==> src/rtl/led_mode_ctrl.sv <==
// Key-driven LED mode controller: cycles OFF -> ON -> SLOW blink -> FAST blink -> OFF
// on each key_flag rising edge. All outputs are registered; the LED is active low.
module led_mode_ctrl #(
  parameter logic [24:0] SLOW_HALF = 25'd24_999_999,
  parameter logic [24:0] FAST_HALF = 25'd4_999_999
) (
  input  logic       sys_clk,
  input  logic       sys_rst_n,
  input  logic       key_flag,
  output logic       led_out,
  output logic [1:0] mode,
  output logic       phase_tick
);

  typedef enum logic [1:0] {
    OFF  = 2'd0,
    ON   = 2'd1,
    SLOW = 2'd2,
    FAST = 2'd3
  } mode_t;

  mode_t       state, state_nxt;
  logic        key_d;
  logic        key_rise;
  logic        blink;
  logic        wrap;
  logic [24:0] half;
  logic [24:0] cnt, cnt_nxt;
  logic        phase, phase_nxt;

  assign key_rise = key_flag & ~key_d;
  assign blink    = (state == SLOW) || (state == FAST);
  assign half     = (state == SLOW) ? SLOW_HALF : FAST_HALF;
  // A key edge outranks a half-period wrap, so a mode change never emits a tick.
  assign wrap     = blink && (cnt == half) && !key_rise;
  assign mode     = state;

  always_ff @(posedge sys_clk or negedge sys_rst_n) begin
    if (!sys_rst_n) begin
      state <= OFF;
      key_d <= 1'b0;
    end else begin
      state <= state_nxt;
      key_d <= key_flag;
    end
  end

  always_comb begin
    state_nxt = state;
    if (key_rise) begin
      unique case (state)
        OFF:     state_nxt = ON;
        ON:      state_nxt = SLOW;
        SLOW:    state_nxt = FAST;
        FAST:    state_nxt = OFF;
        default: state_nxt = OFF;
      endcase
    end
  end

  // Every mode change restarts the blink lit, for a full half-period.
  always_comb begin
    cnt_nxt   = cnt;
    phase_nxt = phase;
    if (key_rise || !blink) begin
      cnt_nxt   = '0;
      phase_nxt = 1'b1;
    end else if (wrap) begin
      cnt_nxt   = '0;
      phase_nxt = ~phase;
    end else begin
      cnt_nxt   = cnt + 25'd1;
    end
  end

  always_ff @(posedge sys_clk or negedge sys_rst_n) begin
    if (!sys_rst_n) begin
      cnt        <= '0;
      phase      <= 1'b1;
      led_out    <= 1'b1;
      phase_tick <= 1'b0;
    end else begin
      cnt        <= cnt_nxt;
      phase      <= phase_nxt;
      phase_tick <= wrap;
      unique case (state)
        OFF:     led_out <= 1'b1;
        ON:      led_out <= 1'b0;
        default: led_out <= ~phase;
      endcase
    end
  end

endmodule

==> config.mk <==
export PLATFORM = sky130hd
export DESIGN_NAME = led_mode_ctrl
export DESIGN_NICKNAME = d
export VERILOG_FILES = /design/src/rtl/led_mode_ctrl.sv
export SDC_FILE = /design/constraint.sdc
export NUM_CORES = 1
export LEC_CHECK = 0
export CAP_MARGIN = 5
export CELL_PAD_IN_SITES_DETAIL_PLACEMENT = 0
export CELL_PAD_IN_SITES_GLOBAL_PLACEMENT = 1
export CORE_MARGIN = 2
export CORE_UTILIZATION = 47
export CTS_CLUSTER_DIAMETER = 40
export DETAILED_ROUTE_END_ITERATION = 8
export PLACE_DENSITY_LB_ADDON = 0.05
export SYNTH_ARGS = -nofsm -noshare
export SYNTH_HDL_FRONTEND = slang
export SYNTH_SLANG_ARGS = --single-unit
==> constraint.sdc <==
create_clock -name sys_clk -period 2.7 [get_ports sys_clk]
set_input_delay 0.54 -clock sys_clk [delete_from_list [all_inputs] [get_ports sys_clk]]
set_output_delay 0.54 -clock sys_clk [all_outputs]
set_load 0.01 [all_outputs]
# --- After elaboration in Yosys (flattened, before gate mapping) ---
# Cells that the tools add are included.
totals:
  elab_cells: 29
  in_bits: 3
  out_inout_bits: 4
  ff_bits: 31
classes:
  bitwise_logic: 3
  addsub: 1
  muxes: 7
  eq_ne: 4
  n_reduce_logical: 8
op_table:
  columns: ["operator", "count"]
  rows:
  - ["$mux 25", 3]
  - ["$add 25x1->25 const B", 1]
  - ["$eq 25x25->1", 1]
  - ["$pmux 2 s4", 1]
  - ["$eq 2x2->1 const B", 2]
  - ["$eq 2x1->1 const B", 1]
  - ["$logic_and 1x1->1", 2]
  - ["$logic_not 1->1", 2]
  - ["$logic_not 2->1", 1]
  - ["$logic_or 1x1->1", 2]
  - ["$mux 1", 2]
  - ["$not 1->1", 2]
  - ["$pmux 1 s2", 1]
  - ["$reduce_bool 2->1", 1]
  - ["$and 1x1->1", 1]

# --- Depth between registers and ports, before layout ---
# Gate-level depths: netlist of the first run.
depth:
  depth_word: 7
  mapped_depth: 7

# --- Worst setup path after synthesis of the first run ---
# Ideal clock, no wire load.
synth_path:
  path_kind: "reg-to-reg"
  from: "register state[0] (netlist: mode[0])"
  to: "register cnt[10]"
  setup_ps: 137
  period_less_slack_ps: 2194
  path_stages_with_launch: 8
  t_required_ps: 2563
  setup_slack_ps: 506
  t_arrival_ps: 2056
  cell_sequence: "dfrtp_1 -> inv_1 -> ha_1 -> nand4b_1 -> or4_4 -> a2111oi_4 -> buf_6 -> nor3_1"
synth_via:
  elab_chain_len: 7
  elab_cells_between_ends: 11
  cone_classes: "eq/ne (3); mux (3); reduce/logical (5)"
synth_lines:
  columns: ["item", "line", "rtl"]
  rows:
  - ["start: declaration", "22", "mode_t state, state_nxt;"]
  - ["start signal: assignment", "43", "state <= state_nxt;"]
  - ["$eq 2x2->1", "32, 33", null]
  - ["$mux 25", "33", "assign half = (state == SLOW) ? SLOW_HALF : FAST_HALF;"]
  - ["$eq 25x25->1", "35", "assign wrap = blink && (cnt == half) && !key_rise;"]
  - ["$logic_and 1x1->1 (*) (2 in series)", "35", null]
  - ["net wrap", "26", "logic wrap;"]
  - ["$mux 25 (*)", "68", "end else if (wrap) begin"]
  - ["$mux 25 (*)", "65", "if (key_rise || !blink) begin"]
  - ["net cnt_nxt[10]", "28", "logic [24:0] cnt, cnt_nxt;"]
  - ["end signal: assignment", "83", "cnt <= cnt_nxt;"]
  - ["end: declaration", "28", null]
# The timed path passes the listed nets; every way through them passes the cells marked *.
# A chain may end at the register's enable or synchronous reset.

# --- Final worst setup path of the first run ---
layout_path:
  from: "register state[0] (netlist: mode[0])"
  to: "register cnt[23]"
layout_via:
  elab_chain_len: 7
  elab_cells_between_ends: 11
  cone_classes: "eq/ne (3); mux (3); reduce/logical (5)"
layout_lines:
  columns: ["item", "line"]
  rows:
  - ["$eq 2x2->1", "32, 33"]
  - ["$mux 25", "33"]
  - ["$eq 25x25->1", "35"]
  - ["$logic_and 1x1->1 (2 in series)", "35"]
  - ["$mux 25", "68"]
  - ["$mux 25 (*)", "65"]
  - ["net cnt_nxt[23]", "28"]
# Marked as above.

==> out/metrics.csv, run 1 <==
metric,value,unit
area share of and/or/nand/nor cells after synthesis,0.275,
Layout Cell Area excl Fill,1860,sq um
core outline area,3420,sq um
final hold vios,0,
CP Data Arrival Time,2420,ps
number of pins exceeding their max-slew limit in the final report,0,
detailed placement HPWL,2570,microns
residual overflow from global routing,0,
number of antenna violations at the first check in global routing,0,
number of buffers added to fix hold violations after cts,0,
layout overhead on the synthesized area,8.85,%
PostCTS Resize Cnt,0,
via count of the first global-routing pass,1286,
biggest area consumer among synthesized cells,dfrtp_1,
achievable clock frequency,454,MHz
static leakage power,0.684,nW
met1 track utilization from global routing,0.279,
max_cap viols,0,
fraction of synthesized cell area taken by the top area cell type,0.424,
Die Height,64.3,microns
clock insertion delay at the later pin of the skew report,340,ps
Vias per Instance,6.14,
Diodes inserted,0,
total global routing track utilization,0.201,
Post-CTS Setup Bufs,0,
multiplexer fraction of the synthesized cell area,0.0183,
number of nets in the final layout,184,
RSZ-0062 raised after global routing,no,
PD cells,564,nW/um^2
Die Width,64.3,microns
least setup slack across all paths after layout,497,ps
CTS Sinks,31,
number of unique standard cell types used by synthesis,40,
PortBufs,6,
total via count after detailed routing,1375,
routing layer with the top usage in global route,met2,
Post-DRT Antenna Nets,0,
DR pass1 iterations,4,
most used flip-flop cell after synthesis,dfrtp_1,
fraction of the yosys area taken by sequential cells,0.455,
class of the tightest hold or removal check,register to register,
final worst hold slack,480,ps
worst-margin pin slew,486,ps
final clock skew,7.30,ps
synthesized cell area,1710,sq um
Post-Layout Cell Count,224,
fraction of met2 tracks used by global routing,0.302,
maximum fanout along the worst path,14,
Std-Cell Rows,21,
minimum clock period,2200,ps
CTS tree,built,
clock root buffer,clkbuf_4,
cells after synthesis,168,
share of the synthesized area in compound gates (AO/OA/AOI/OAI),0.129,
number of instances in the placed design,216,
share of post-route cells with drive strength above 1,0.118,
setup slack at placement,496,ps
kind of capture point of the worst setup path,register,
synth top area cells,"dfrtp_1, a211oi_1, xor2_1",
"post-synthesis share of cell area spent on full adders, half adders and majority gates",0.0292,
type of the setup path with the least slack,register to register,
share of synthesized flip-flops with an asynchronous set or reset,1.00,
pin count of the biggest net entering global routing,32,
register bit count reported by yosys,31,
"most common cell after layout, fill and taps aside",dfrtp_1,
DP Area,1810,sq um
final wirelength,3710,microns
DRC violation total after the first TritonRoute iteration,82,
final routed DRC violation total,0,
met3 global-route usage,0.0546,
syn avg cell area,10.2,sq um
period utilization,0.816,
starting density of the core,0.501,
Synthesized Nets,175,
largest incremental delay on the critical path,450,ps
fraction of synthesized cell area in xor and xnor cells,0.0563,
maximum number of buffers from clock root to sink,2,
"Data required, critical path",2910,ps
clock slew at reported path FFs,100,ps
wire length of the first global-routing pass,6400,microns
peak ir drop on the vdd network,0.000373,V
worst-path cell chain,inv_1 -> ha_1 -> nand4b_1 -> or4_4 -> a2111oi_4 -> buf_4 -> a211oi_1,
routability congestion estimate,0.802,
number of clock buffers inserted by TritonCTS,5,
worst max-slew margin expressed relative to the limit,0.668,
overall die area,4140,sq um
number of warnings reported in the yosys synthesis log,0,
ports placed on the boundary,7,
outcome,"finished, final reports clean",
main combinational cell family by area after synthesis,simple AND/OR/NAND/NOR gates,
"Max stage delay cell, worst path",or4_4,
startpoint type of the worst setup path,register,
Setup TNS,0,ps
detail-routed net length per standard cell,16.6,microns
number of enable-type register cells in the synthesized netlist,0,
# H-tree levels,2,
sum of buffers and inverters on the critical path,2,
Crit path max-delay family,simple AND/OR/NAND/NOR gates,
count of final setup violators,0,
highest-count cells in the layout ignoring fill and taps,"dfrtp_1, nor3_1, nand2_1, a211oi_1, nand4_1",
## through the flow
step / power (mW) / util
final: 1.05 / 0.545
after global routing: 1.12 / 0.545
after CTS: 1.06 / 0.545
after detailed placement: 0.801 / 0.531
after global placement: 0.788 / 0.531
after floorplan: 0.690 / -
## path summary, 6_finish.rpt
| kind | start | endpoint | slack, ps | cells past startpoint |
|---|---|---|---|---|
| worst max-delay path | mode[0] | cnt[23] | 500 | 7 |
| worst min-delay path | cnt[0] | cnt[0] | 480 | 1 |
| worst max register to register | mode[0] | cnt[23] | 500 | 7 |
| worst min register to register | cnt[0] | cnt[0] | 480 | 1 |
| max in group asynchronous | sys_rst_n | led_out | 1780 | 2 |
| min in group asynchronous | sys_rst_n | cnt[4] | 580 | 2 |
## routing by layer
metal | wire length (microns) | part of all wire
met1 | 1750 | 0.47
met2 | 1700 | 0.46
met3 | 202 | 0.054
met4 | 55 | 0.015
met5 | 0 | 0
## cells in the mapped netlist, types with 2 or more instances
cell type	count
mux2i_1	2
nor3_1	13
or3_1	5
and4_1	3
nor4_1	2
nand2_1	12
nand4_1	9
a211oi_1	12
or3_2	2
ha_1	4
clkbuf_1	4
nand3_1	8
o31ai_1	6
inv_1	4
o21ai_0	6
nor2_1	2
buf_6	2
nor4b_1	3
dfstp_2	2
or4_1	6
xnor2_1	3
dfrtp_1	29
xor2_1	8
and2_1	4
and3_1	2
## registers in the layout (all words and copies together), names as in the netlist
| name | flops |
|---|---|
| cnt | 25 |
| mode | 2 |
| key_d | 1 |
| led_out | 1 |
| phase | 1 |
| phase_tick | 1 |
## logic make-up after synthesis
group | Yosys count
AND/OR/NAND/NOR | 78
flip-flops | 31
AO/OA/AOI/OAI | 29
buffers and inverters | 12
XOR/XNOR | 11
adder cells (fa/ha/maj) | 4
multiplexers | 3
## final cells by class
class | count | area, sq um
Sequential cell | 31 | 778
Clock inverter | 1 | 5.00
Clock buffer | 7 | 45.0
Inverter | 4 | 15.0
Multi-Input combinational cell | 125 | 872
Fill cell | 317 | 1550
Timing Repair Buffer | 10 | 90.1
Tap cell | 46 | 57.6
## where the power goes
part / total, mW / leakage (nW) / switching [mW] / internal (mW)
clock: 0.262 / 0.0293 / 0.160 / 0.101
combinational: 0.254 / 0.237 / 0.151 / 0.104
sequential: 0.534 / 0.418 / 0.0319 / 0.502
Power figures use the tool's default switching activity.
==> inputs of run 2 (changes only) <==
--- a/config.mk
+++ b/config.mk
@@ -9,7 +9,7 @@
 export CELL_PAD_IN_SITES_DETAIL_PLACEMENT = 0
 export CELL_PAD_IN_SITES_GLOBAL_PLACEMENT = 1
 export CORE_MARGIN = 2
-export CORE_UTILIZATION = 47
+export CORE_UTILIZATION = 43
 export CTS_CLUSTER_DIAMETER = 40
 export DETAILED_ROUTE_END_ITERATION = 8
 export PLACE_DENSITY_LB_ADDON = 0.05
==> constraint.sdc (replaced) <==
create_clock -name sys_clk -period 1.97 [get_ports sys_clk]
set_input_delay 0.394 -clock sys_clk [delete_from_list [all_inputs] [get_ports sys_clk]]
set_output_delay 0.394 -clock sys_clk [all_outputs]
set_load 0.01 [all_outputs]
==> run 2 against run 1 <==
The run now ends with setup timing left. Total power grew 57%. Sequential cell count is the same. Sequential power grew 35%. Non-clock buffer count grew 21. Worst setup slack lost 550 ps. Critical endpoint unchanged. Highest routed layer unchanged.
==> out/metrics.csv, run 2 (synthesis gave the netlist of run 1 again) <==
metric,value,unit,change
Diodes inserted,0,,unchanged
Layout Cell Area excl Fill,2090,sq um,+12%
PD cells,788,nW/um^2,+40%
PortBufs,6,,unchanged
detailed placement HPWL,2870,microns,+11%
number of flip-flops under the largest register name,25,,unchanged
overall die area,4500,sq um,+8.7%
pin count of the biggest net entering global routing,32,,unchanged
worst max-slew margin expressed relative to the limit,0.743,,+0.0754
period utilization,1.03,,+0.211
max_cap viols,0,,unchanged
topmost layer with routed signal wires,met4,,
worst-margin pin slew,385,ps,-100 ps
wire length of the first global-routing pass,7070,microns,+10%
highest-count cells in the layout ignoring fill and taps,"dfrtp_1, buf_4, nor3_1, nand2_1, a211oi_1",,
routability congestion estimate,0.815,,+1.6%
final clock skew,6.83,ps,-0.468 ps
DP Area,1960,sq um,+8.3%
Std-Cell Rows,22,,+4.8%
residual overflow from global routing,0,,unchanged
static leakage power,0.800,nW,+17%
final hold vios,0,,unchanged
met2 routed WL,1970,microns,+15%
outcome,"complete, but fails checks",,
violations in the final reports,setup timing,,
count of final setup violators,24,,+24
type of the setup path with the least slack,register to register,,
DRC violation total after the first TritonRoute iteration,95,,+16%
Vias per Instance,5.79,,-5.7%
clock slew at reported path FFs,60,ps,-40 ps
total via count after detailed routing,1418,,+3.1%
number of buffers added to fix hold violations after cts,0,,unchanged
CTS Sinks,31,,unchanged
startpoint type of the worst setup path,register,,
wire length on met1,1890,microns,+7.9%
starting density of the core,0.457,,-0.0439
Die Width,67.1,microns,+4.3%
CTS tree,built,,
CP Data Arrival Time,2170,ps,-250 ps
class of the tightest hold or removal check,register to register,,
maximum number of buffers from clock root to sink,2,,unchanged
final wirelength,4050,microns,+9.1%
Die Height,67.1,microns,+4.3%
detail-routed net length per standard cell,16.5,microns,-0.22%
"most common cell after layout, fill and taps aside",dfrtp_1,,
number of pins exceeding their max-slew limit in the final report,0,,unchanged
number of nets in the final layout,205,,+11%
number of clock buffers inserted by TritonCTS,5,,unchanged
Largest Register,cnt,,
final core utilization,0.558,,+0.0131
minimum clock period,2020,ps,-180 ps
peak ir drop on the vdd network,0.000639,V,+71%
kind of capture point of the worst setup path,register,,
number of antenna violations at the first check in global routing,0,,unchanged
final routed DRC violation total,0,,unchanged
DR pass1 iterations,4,,unchanged
share of post-route cells with drive strength above 1,0.228,,+0.110
achievable clock frequency,494,MHz,+8.9%
maximum fanout along the worst path,14,,unchanged
least setup slack across all paths after layout,-52.9,ps,-550 ps
clock root buffer,clkbuf_8,,
Post-DRT Antenna Nets,0,,unchanged
met3 layer wire length in the routed design,150,microns,-26%
# H-tree levels,2,,unchanged
total global routing track utilization,0.212,,+0.0110
layout overhead on the synthesized area,22.1,%,
ports placed on the boundary,7,,unchanged
core outline area,3740,sq um,+9.6%
via count of the first global-routing pass,1458,,+13%
RSZ-0062 raised after global routing,yes,,
clock insertion delay at the later pin of the skew report,280,ps,-60 ps
"Data required, critical path",2110,ps,-800 ps
## run 2: changes by cell type in the layout (fill, tap and decap cells not counted), moves of 2 or more
cell	previous run	this run
buf_4	4	23
buf_6	0	2
clkbuf_4	5	0
clkbuf_8	0	5
## run 2: final timing paths
path | from | endpoint | slack, ps | cells after the start
min reg2reg | cnt[0] | cnt[0] | 460 | 1
min in group asynchronous | sys_rst_n | cnt[18] | 500 | 2
max | mode[0] | cnt[23] | -50 | 7
min | cnt[0] | cnt[0] | 460 | 1
max in group asynchronous | sys_rst_n | led_out | 1140 | 2
max reg2reg | mode[0] | cnt[23] | -50 | 7
## run 2: what timing repair did
action,4_1_cts,5_1_grt
endpoints found under the hold margin,0,0
pin swaps,0,2
setup buffers,0,3
resized for setup,2,4
endpoints found under the setup margin,2,27
## run 2: area by class of cell
type                            count  area (sq um)
Tap cell                           48          60.1
Fill cell                         337          1650
Timing Repair Buffer               31           255
Clock buffer                        6          72.6
Inverter                            4          15.0
Sequential cell                    31           778
Multi-Input combinational cell    125           910
## run 2: worst max-delay path, stage by stage, from the launching register on
cell       delay [ps]
dfrtp_1           380
inv_2             100
ha_4              160
nand4b_1          110
or4_4             470
a2111oi_4         370
buf_6             220
a211oi_1           80
## run 2: per-layer routing
| metal | vias up | GRT usage |
|---|---|---|
| li1 | 700 | - |
| met5 | - | 0 |
| met2 | 25 | 0.333 |
| met4 | 0 | 0.0740 |
| met1 | 687 | 0.286 |
| met3 | 6 | 0.0473 |
## run 2: where the power goes
part / switching (mW) / internal, mW / total, mW
logic: 0.254 / 0.224 / 0.478
clock network: 0.216 / 0.235 / 0.451
registers: 0.0306 / 0.690 / 0.720
## run 2: stage by stage
step | std cells | worst slack [ps] | setup TNS, ps | hold WS (ps) | power, mW
detailed placement | 236 | -34.6 | -34.6 | 451 | 1.17
global placement | 236 | -29.3 | -29.3 | 442 | 1.15
finish | 245 | -52.9 | -544 | 456 | 1.65
global route | 245 | -137 | -3080 | 486 | 1.75
CTS | 242 | -14.0 | -50.3 | 460 | 1.62
floorplan | 168 | -100 | -1860 | 98.4 | 0.962
